<file path="src/rtl/alu_pkg.sv">
`default_nettype none
// ============================================================================
//  Module      : alu_pkg
//  Description : Shared types and helpers for the iterative integer divider.
//                div_op_t encodes the RV32M divide/remainder operations,
//                div_state_t the divider control FSM.
//  Revision    : 1.0 - initial release
// ============================================================================
package alu_pkg;

    typedef enum logic [1:0] {
        DIV  = 2'b00,
        DIVU = 2'b01,
        REM  = 2'b10,
        REMU = 2'b11
    } div_op_t;

    typedef enum logic [1:0] {
        IDLE = 2'b00,
        ITER = 2'b01,
        FIX  = 2'b10,
        DONE = 2'b11
    } div_state_t;

    // Bit 0 of the op code distinguishes unsigned from signed forms.
    function automatic logic is_signed(input div_op_t op_in);
        return ~op_in[0];
    endfunction

    // Bit 1 of the op code selects the remainder instead of the quotient.
    function automatic logic is_rem(input div_op_t op_in);
        return op_in[1];
    endfunction

endpackage : alu_pkg
`default_nettype wire

</file>
<file path="src/rtl/div_step.sv">
`default_nettype none
// ============================================================================
//  Module      : div_step
//  Description : One radix-2 restoring division step (purely combinational).
//                The {R,Q} pair is shifted left one place; the divisor
//                magnitude is trial-subtracted from R and the new quotient
//                bit is inserted in Q[0].
//  Ports       : i_rq          {R[WIDTH:0], Q[WIDTH-1:0]} before the step
//                i_divisor_mag unsigned divisor magnitude
//                o_rq          {R, Q} after the step
//  Revision    : 1.0 - initial release
// ============================================================================
module div_step #(
    parameter int WIDTH = 32
) (
    input  logic [2*WIDTH:0]  i_rq,
    input  logic [WIDTH-1:0]  i_divisor_mag,
    output logic [2*WIDTH:0]  o_rq
);

    logic [2*WIDTH:0] w_shifted;
    logic [WIDTH:0]   w_trial;

    // R stays below the divisor between steps, so R[WIDTH] is always zero
    // and dropping it in the shift loses nothing.
    assign w_shifted = {i_rq[2*WIDTH-1:0], 1'b0};
    assign w_trial   = w_shifted[2*WIDTH:WIDTH] - {1'b0, i_divisor_mag};

    always_comb begin
        o_rq = w_shifted;
        if (!w_trial[WIDTH]) begin
            o_rq = {w_trial, w_shifted[WIDTH-1:1], 1'b1};
        end
    end

endmodule : div_step
`default_nettype wire

</file>
<file path="src/rtl/seq_divider.sv">
`default_nettype none
// ============================================================================
//  Module      : seq_divider
//  Description : Multi-cycle iterative integer divider (DIV/DIVU/REM/REMU).
//                Operands are magnitude-converted on accept, WIDTH restoring
//                steps produce the unsigned quotient/remainder, and a final
//                fix-up cycle restores the signs. Divide-by-zero skips the
//                iteration entirely.
//  Ports       : clk, rst          clock, synchronous active-high reset
//                flush             abort the in-flight operation
//                in_valid/in_ready operand handshake (ready == IDLE)
//                op, dividend,     operation and operands, sampled only on
//                divisor           the accept edge
//                out_valid/        result handshake
//                out_ready
//                result            quotient or remainder
//                busy              pipeline stall request (state != IDLE)
//  Revision    : 1.0 - initial release
// ============================================================================
module seq_divider
    import alu_pkg::*;
#(
    parameter int WIDTH = 32
) (
    input  logic             clk,
    input  logic             rst,
    input  logic             flush,
    input  logic             in_valid,
    output logic             in_ready,
    input  logic [1:0]       op,
    input  logic [WIDTH-1:0] dividend,
    input  logic [WIDTH-1:0] divisor,
    output logic             out_valid,
    input  logic             out_ready,
    output logic [WIDTH-1:0] result,
    output logic             busy
);

    localparam int                 c_cnt_w    = $clog2(WIDTH);
    localparam logic [c_cnt_w-1:0] c_cnt_init = c_cnt_w'(WIDTH - 1);
    localparam logic [c_cnt_w-1:0] c_cnt_one  = c_cnt_w'(1);

    div_state_t         r_state;
    div_state_t         w_state_next;
    div_op_t            r_op;
    logic               r_sign_q;
    logic               r_sign_r;
    logic [WIDTH:0]     r_rem;
    logic [WIDTH-1:0]   r_quo;
    logic [WIDTH-1:0]   r_dvs_mag;
    logic [WIDTH-1:0]   r_result;
    logic [c_cnt_w-1:0] r_count;

    div_op_t            w_op;
    logic               w_accept;
    logic               w_div_zero;
    logic               w_dvd_neg;
    logic               w_dvs_neg;
    logic [WIDTH-1:0]   w_dvd_mag;
    logic [WIDTH-1:0]   w_dvs_mag;
    logic [2*WIDTH:0]   w_step_out;
    logic [WIDTH-1:0]   w_quo_fix;
    logic [WIDTH-1:0]   w_rem_fix;

    assign w_op       = div_op_t'(op);
    // flush wins over a simultaneous request in IDLE.
    assign w_accept   = in_valid & in_ready & ~flush;
    assign w_div_zero = (divisor == '0);
    assign w_dvd_neg  = is_signed(w_op) & dividend[WIDTH-1];
    assign w_dvs_neg  = is_signed(w_op) & divisor[WIDTH-1];

    // Two's-complement negate; the most negative value maps onto itself,
    // which is the correct unsigned magnitude 2^(WIDTH-1).
    assign w_dvd_mag  = w_dvd_neg ? -dividend : dividend;
    assign w_dvs_mag  = w_dvs_neg ? -divisor  : divisor;

    // Sign restoration; the wrap-around negate also yields the RV32M
    // overflow result (-2^(WIDTH-1) / -1) without a special case.
    assign w_quo_fix  = r_sign_q ? -r_quo : r_quo;
    assign w_rem_fix  = r_sign_r ? -r_rem[WIDTH-1:0] : r_rem[WIDTH-1:0];

    div_step #(
        .WIDTH         (WIDTH)
    ) u_div_step (
        .i_rq          ({r_rem, r_quo}),
        .i_divisor_mag (r_dvs_mag),
        .o_rq          (w_step_out)
    );

    // ------------------------------------------------------------------
    // Control FSM
    // ------------------------------------------------------------------
    always_ff @(posedge clk) begin
        if (rst) begin
            r_state <= IDLE;
        end else begin
            r_state <= w_state_next;
        end
    end

    always_comb begin
        w_state_next = r_state;
        if (flush) begin
            w_state_next = IDLE;
        end else begin
            unique case (r_state)
                IDLE: begin
                    if (w_accept) begin
                        w_state_next = w_div_zero ? DONE : ITER;
                    end
                end
                ITER: begin
                    // The step taken with count == 0 produces the last bit.
                    if (r_count == '0) begin
                        w_state_next = FIX;
                    end
                end
                FIX: begin
                    w_state_next = DONE;
                end
                DONE: begin
                    if (out_ready) begin
                        w_state_next = IDLE;
                    end
                end
                default: begin
                    w_state_next = IDLE;
                end
            endcase
        end
    end

    // ------------------------------------------------------------------
    // Datapath
    // ------------------------------------------------------------------
    always_ff @(posedge clk) begin
        if (rst) begin
            r_op      <= DIV;
            r_sign_q  <= 1'b0;
            r_sign_r  <= 1'b0;
            r_rem     <= '0;
            r_quo     <= '0;
            r_dvs_mag <= '0;
            r_result  <= '0;
            r_count   <= '0;
        end else if (!flush) begin
            unique case (r_state)
                IDLE: begin
                    if (w_accept) begin
                        r_op      <= w_op;
                        r_sign_q  <= w_dvd_neg ^ w_dvs_neg;
                        r_sign_r  <= w_dvd_neg;
                        r_rem     <= '0;
                        r_quo     <= w_dvd_mag;
                        r_dvs_mag <= w_dvs_mag;
                        r_count   <= c_cnt_init;
                        // Divide-by-zero: quotient all ones, remainder is
                        // the untouched dividend for either signedness.
                        if (w_div_zero) begin
                            r_result <= is_rem(w_op) ? dividend : '1;
                        end
                    end
                end
                ITER: begin
                    {r_rem, r_quo} <= w_step_out;
                    r_count        <= r_count - c_cnt_one;
                end
                FIX: begin
                    r_result <= is_rem(r_op) ? w_rem_fix : w_quo_fix;
                end
                default: begin
                end
            endcase
        end
    end

    assign in_ready  = (r_state == IDLE);
    assign busy      = (r_state != IDLE);
    assign out_valid = (r_state == DONE);
    assign result    = r_result;

endmodule : seq_divider
`default_nettype wire

</file>
<file path="config.mk">
export PLATFORM = sky130hd
export DESIGN_NAME = seq_divider
export DESIGN_NICKNAME = d
export VERILOG_FILES = /design/src/rtl/alu_pkg.sv /design/src/rtl/div_step.sv /design/src/rtl/seq_divider.sv
export SDC_FILE = /design/constraint.sdc
export NUM_CORES = 1
export LEC_CHECK = 0
export BUFFER_PORTS_ARGS = -buffer_cell sky130_fd_sc_hd__buf_2
export CAP_MARGIN = 20
export CORE_UTILIZATION = 60
export CTS_BUF_LIST = sky130_fd_sc_hd__clkbuf_16
export CTS_CLUSTER_DIAMETER = 120
export DETAILED_ROUTE_END_ITERATION = 12
export PLACE_DENSITY = 0.89
export SYNTH_ARGS = -nofsm -noshare
export SYNTH_HDL_FRONTEND = slang
export SYNTH_HIERARCHICAL = 1
export SYNTH_SLANG_ARGS = --single-unit
</file>
<file path="constraint.sdc">
create_clock -name clk -period 5.1 [get_ports clk]
set_input_delay 0.51 -clock clk [delete_from_list [all_inputs] [get_ports clk]]
set_output_delay 0.51 -clock clk [all_outputs]
set_load 0.02 [all_outputs]
</file>
==> results.yml, run 1 <==
worst_hold_path:
  holdCritPathClass: "primary input to flop"
global_routing:
  grt_pass1_wl_mm: 55.9
  grt_pass1_vias: 11116
  grt_max_degree: 70
  grt_overflow_total: 0
  grtUsageTotal_pct: 35.8
  antenna_found_initial: 0
worst_setup_path:
  critPathMaxStageDelay_ns: 0.45
  cp-endpoint: "r_rem[20]"
  end_kind: "flop"
  cp_cell_sequence: "inv_1, ha_1, fa_1, or2b_1, a21oi_1, o21bai_1, a21oi_2, o2111ai_1, a311o_1, o211ai_1, ha_1, buf_4, nor2b_1, a31oi_1, o311ai_0, a22oi_1, nor2_1"
  cp_max_fo: 29
  reg2regPathDepth: 17
  worstPathRequired_ns: 5.41
  cp.arrival_ns: 4.79
  r2r_setup_slack_ns: 0.62
  start_kind: "flop"
  cpMostUsedCell: "ha_1"
  reg2reg_from: "r_quo[31]"
  crit_cells: 17
  crit_path_start: "r_quo[31]"
  path_buf_inv: 2
  critPathKind: "flop to flop"
  reg2reg_to: "r_rem[20]"
  critical_path.top_delay_family: "compound AO/OA/AOI/OAI gates"
  cpMaxStageDelayCell: "ha_1"
timing:
  max-slew-margin-rel_pct: 32.3
  setup_violations: 0
  tightest_slew_ns: 1.01
  fmax_ghz: 0.223
  rsz0062_at_grt: "no"
  finalCriticalPeriod_ns: 4.48
  finClkSkew_ns: 0.00886
  fin_crit_sh_pct: 87.8
  hold_violations: 0
  fin_setup_tns_ns: 0
  drv_slew: 0
floorplanning:
  start_util_pct: 62.2
  rows: 49
  fp.dieH_um: 140
  io_pins: 106
  die_w_um: 140
  core_um2: 18300
  fp.dieArea_um2: 19500
clock_network:
  cts_made_buffers: 17
  cts.clk_slew.worst_paths_ns: 0.06
  clock-sinks: 138
  clock_latency_ns: 0.44
  cts_root_buf: "clkbuf_16"
  clockBufferDepth: 2
  post_cts_buffers: 0
  post_cts_resized: 0
  cts_tree: "built"
  holdBufCountCts: 0
  cts_max_level: 4
detailed_routing:
  vias_per_cell: 6.98
  vias: 12273
  drt_iter0_markers: 1899
  wire_per_inst_um: 20.1
  drt_pass1_iterations: 6
  drc: 0
  drtAntennaViolNets: 0
  postRouteWirelength_mm: 35.3
synth:
  syn_area_um2: 11400
  synthesis.nets: 1620
  syn-instance-count: 1505
  yosys_warnings: 6
  syn_avg_cell_area_um2: 7.55
layout:
  multi_input_area_um2: 7720
  n_fill_cell: 1486
  final_common_cell: "dfxtp_1"
  drive_above_1_share_pct: 13.8
  ff_latch_area_um2: 2760
  insertedDiodeCount: 0
  most-common-layout-cells: "138 x dfxtp_1, 136 x nor2_1, 129 x nand2_1, 117 x a21oi_1, 104 x buf_2"
  fin_nets: 1631
  syn_to_final_growth_pct: 8.51
placement:
  routabilityCongestion: 1.01
  port_buffers: 105
  hpwl_mm: 24.4
power_and_ir_drop:
  p_total_mw: 3.40
  power_leakage_nw: 4.82
  max-vdd-ir-drop_v: 0.000224
  p_per_area_nw_per_um2: 275
outcome:
  outcome: "finished, final reports clean"
job:
  maxCapViolCount: 0
[report_power, final]
part | internal [mW] | switching (mW) | leakage [nW]
clock | 0.867 | 0.522 | 0.296
sequential | 1.13 | 0.0613 | 1.12
combinational | 0.298 | 0.517 | 3.40
[metrics by stage]
step                      instance area, um^2  util [%]  instances  worst slack [ns]  hold WS (ns)
after floorplan                         11400         -       1505              1.45         0.440
after global placement                  11700      63.9       1725              1.08         0.436
after detailed placement                11700      63.9       1725             0.889         0.440
after CTS                               12300      67.5       1757             0.737         0.346
after global routing                    12300      67.5       1758             0.497         0.369
final                                   12300      67.5       1758             0.621         0.350
[worst min path at each step]
stage                 start      endpoint  depth (start not counted)
3_5_place_dp     result[15]    result[15]                          2
3_3_place_gp     result[17]    result[17]                          2
5_1_grt          divisor[1]  r_dvs_mag[1]                          3
2_1_floorplan  r_dvs_mag[0]  r_dvs_mag[0]                          2
6_report              flush    r_state[1]                          2
4_1_cts               flush    r_state[1]                          2
[worst register-to-register path, cell delays in order, from the launching register on]
cell and delay [ns]:
dfxtp_1 0.43, inv_1 0.08, ha_1 0.23, fa_1 0.41, or2b_1 0.26, a21oi_1 0.23, o21bai_1 0.22, a21oi_2 0.25
o2111ai_1 0.19, a311o_1 0.31, o211ai_1 0.11, ha_1 0.45, buf_4 0.45, nor2b_1 0.12, a31oi_1 0.19, o311ai_0 0.18
a22oi_1 0.20, nor2_1 0.05
[routing by layer]
| layer | wire (um) | track usage, % | up-vias |
|---|---|---|---|
| met5 | 0 | 0 | - |
| met3 | 3990 | 8.36 | 168 |
| met1 | 13800 | 44.8 | 5694 |
| li1 | - | - | 5539 |
| met4 | 1720 | 19.8 | 0 |
| met2 | 15800 | 56.6 | 872 |
[state kept, by name, indices dropped and copies added (netlist names)]
| signal | count |
|---|---|
| r_rem | 32 |
| r_op | 1 |
| r_sign_r | 1 |
| r_quo | 32 |
| r_count | 5 |
| r_dvs_mag | 32 |
| r_sign_q | 1 |
| result | 32 |
| r_state | 2 |
[cell type report]
cell class | instances | share of cell area, %
Clock buffer | 17 | 3.45
Clock inverter | 15 | 1.80
Inverter | 61 | 1.86
Multi-Input combinational cell | 1173 | 62.6
Sequential cell | 138 | 22.4
Tap cell | 229 | 2.32
Timing Repair Buffer | 125 | 5.60
Power figures use the tool's default switching activity.
==> inputs of run 2 (changes only) <==
Settings changed: PLACE_DENSITY 0.89 to 0.9, SYNTH_HIERARCHICAL 1 to default.
==> results.yml, run 2 <==
synth:
  synth_mux_area_share_pct: 0.499
  synthTopCellsByArea: "dfxtp_1 27%, xnor2_1 7.2%, nand2_1 7.1%"
  synthAdderAreaFrac_pct: 5.30
  synth-edff-count: 0
  synth_compound_gate_area_share_pct: 29.1
  syn_area_um2: 10300
  synth_top_cell_by_area: "dfxtp_1"
  synth.most_common_cell: "nand2_1"
  ys_ff_latch: 138
  seq_area_frac_synth_pct: 26.9
  syn-instance-count: 1394
  synth_top_area_share_pct: 26.9
  synthesis.nets: 1508
  ys_types: 70
  synthTopCellsByCount: "194 x nand2_1, 139 x a21oi_1, 138 x dfxtp_1"
  synth_xor_area_share_pct: 12.2
  synth_top_family_by_area: "compound AO/OA/AOI/OAI gates"
  ys.flop_type: "dfxtp_1"
  yosys_warnings: 0
  syn_avg_cell_area_um2: 7.38
  synthSimpleGateAreaFrac_pct: 20.2
  postSynth.asyncResetShare_pct: 0
worst_setup_path:
  cp_cell_sequence: "ha_1, o211ai_1, a21oi_1, a211oi_1, o32a_1, a211oi_2, nor2_1, o21ai_2, xnor2_2, or2_1, o21ai_0"
  end_kind: "flop"
  cp_max_fo: 27
  cp.arrival_ns: 3.89
  start_kind: "flop"
  worstPathRequired_ns: 5.37
  critical_path.top_delay_family: "compound AO/OA/AOI/OAI gates"
  critPathMaxStageDelay_ns: 0.69
  path_buf_inv: 0
  cpMaxStageDelayCell: "or2_1"
  critPathKind: "flop to flop"
layout:
  fin_nets: 1556
  final_common_cell: "nand2_1"
  syn_to_final_growth_pct: 11.5
  most-common-layout-cells: "194 x nand2_1, 138 x a21oi_1, 138 x dfxtp_1, 108 x nor2_1, 104 x buf_2"
  insertedDiodeCount: 0
  drive_above_1_share_pct: 12.3
  final_cell_area_um2: 11500
timing:
  drv_slew: 0
  fin_setup_tns_ns: 0
  hold_violations: 0
  setup_violations: 0
  fmax_ghz: 0.276
  fin_crit_sh_pct: 71.0
  max-slew-margin-rel_pct: 25.7
  worst_slack_ns: 1.48
  finalCriticalPeriod_ns: 3.62
  finClkSkew_ns: 0.00703
  tightest_slew_ns: 1.12
  rsz0062_at_grt: "no"
detailed_routing:
  vias_per_cell: 6.30
  vias: 10543
  wire_per_inst_um: 16.8
  drt_pass1_iterations: 6
  drtAntennaViolNets: 0
  postRouteWirelength_mm: 28.1
  drc: 0
  drt_iter0_markers: 1103
placement:
  port_buffers: 105
  routabilityCongestion: 0.936
  hpwl_mm: 19.9
  placed_cell_area_um2: 10800
  place_ws_ns: 1.59
clock_network:
  post_cts_resized: 0
  cts_tree: "built"
  clockBufferDepth: 2
  cts_max_level: 4
  cts_root_buf: "clkbuf_16"
  cts.clk_slew.worst_paths_ns: 0.06
  clock_latency_ns: 0.43
  post_cts_buffers: 0
  clock-sinks: 138
  cts_made_buffers: 17
  holdBufCountCts: 0
floorplanning:
  die_w_um: 133
  start_util_pct: 61.8
  fp.dieH_um: 133
  io_pins: 106
  core_um2: 16600
  fp.dieArea_um2: 17700
  rows: 47
global_routing:
  grt_max_degree: 105
  grtUsageTotal_pct: 31.6
  grt_overflow_total: 0
  antenna_found_initial: 0
  grt_pass1_vias: 9474
  grt_pass1_wl_mm: 45.7
outcome:
  outcome: "finished, final reports clean"
job:
  maxCapViolCount: 0
power_and_ir_drop:
  power_leakage_nw: 4.60
  p_per_area_nw_per_um2: 273
  max-vdd-ir-drop_v: 0.000245
worst_hold_path:
  holdCritPathClass: "primary input to flop"
## run 2: final timing paths
check,slack [ns],start,to,depth (start not counted)
setup reg to reg,1.48,r_rem[2],r_rem[6],11
hold / removal,0.36,divisor[0],r_dvs_mag[0],3
setup / recovery,1.48,r_rem[2],r_rem[6],11
hold reg to reg,0.45,result[1],result[1],2
## run 2: area by class of cell
cell class,instances,area (um^2)
timing repair buffer,120,668
multi-input combinational,1101,6930
clock buffer,17,425
inverter,64,240
tap,220,275
sequential,138,2760
fill,1346,5180
clock inverter,14,165
## run 2: per-layer routing
metal	GRT usage (%)	vias to the layer above	share of wire (%)
met5	0	-	0
met4	12.9	0	3.1
met3	5.02	87	8.2
met2	50.9	524	45
met1	42.0	4831	43
li1	-	5101	-
## run 2: worst min-delay path: stages
cell     delay (ns)
buf_2          0.11
nand2_1        0.06
a21oi_1        0.05
## run 2: report_power, final
part | internal [mW] | switching (mW) | leakage, nW | total, mW
clock network | 0.800 | 0.468 | 0.302 | 1.27
logic | 0.264 | 0.416 | 3.18 | 0.680
registers | 1.13 | 0.0518 | 1.12 | 1.18
total | 2.19 | 0.936 | 4.60 | 3.13
## run 2: logic make-up after synthesis
group,Yosys count
adder cells (fa/ha/maj),43
AO/OA/AOI/OAI,468
buffers and inverters,155
multiplexers,5
flip-flops,138
XOR/XNOR,142
AND/OR/NAND/NOR,443
## run 2: per-stage QoR
| stage | hold slack [ns] | util, % | cells | power, mW |
|---|---|---|---|---|
| finish | 0.360 | 68.9 | 1674 | 3.13 |
| CTS | 0.358 | 68.7 | 1672 | 3.10 |
| global route | 0.379 | 68.9 | 1674 | 3.24 |
| detailed placement | 0.442 | 65.1 | 1641 | 1.85 |
| floorplan | 0.432 | - | 1394 | 1.67 |
| global placement | 0.435 | 65.0 | 1640 | 1.83 |
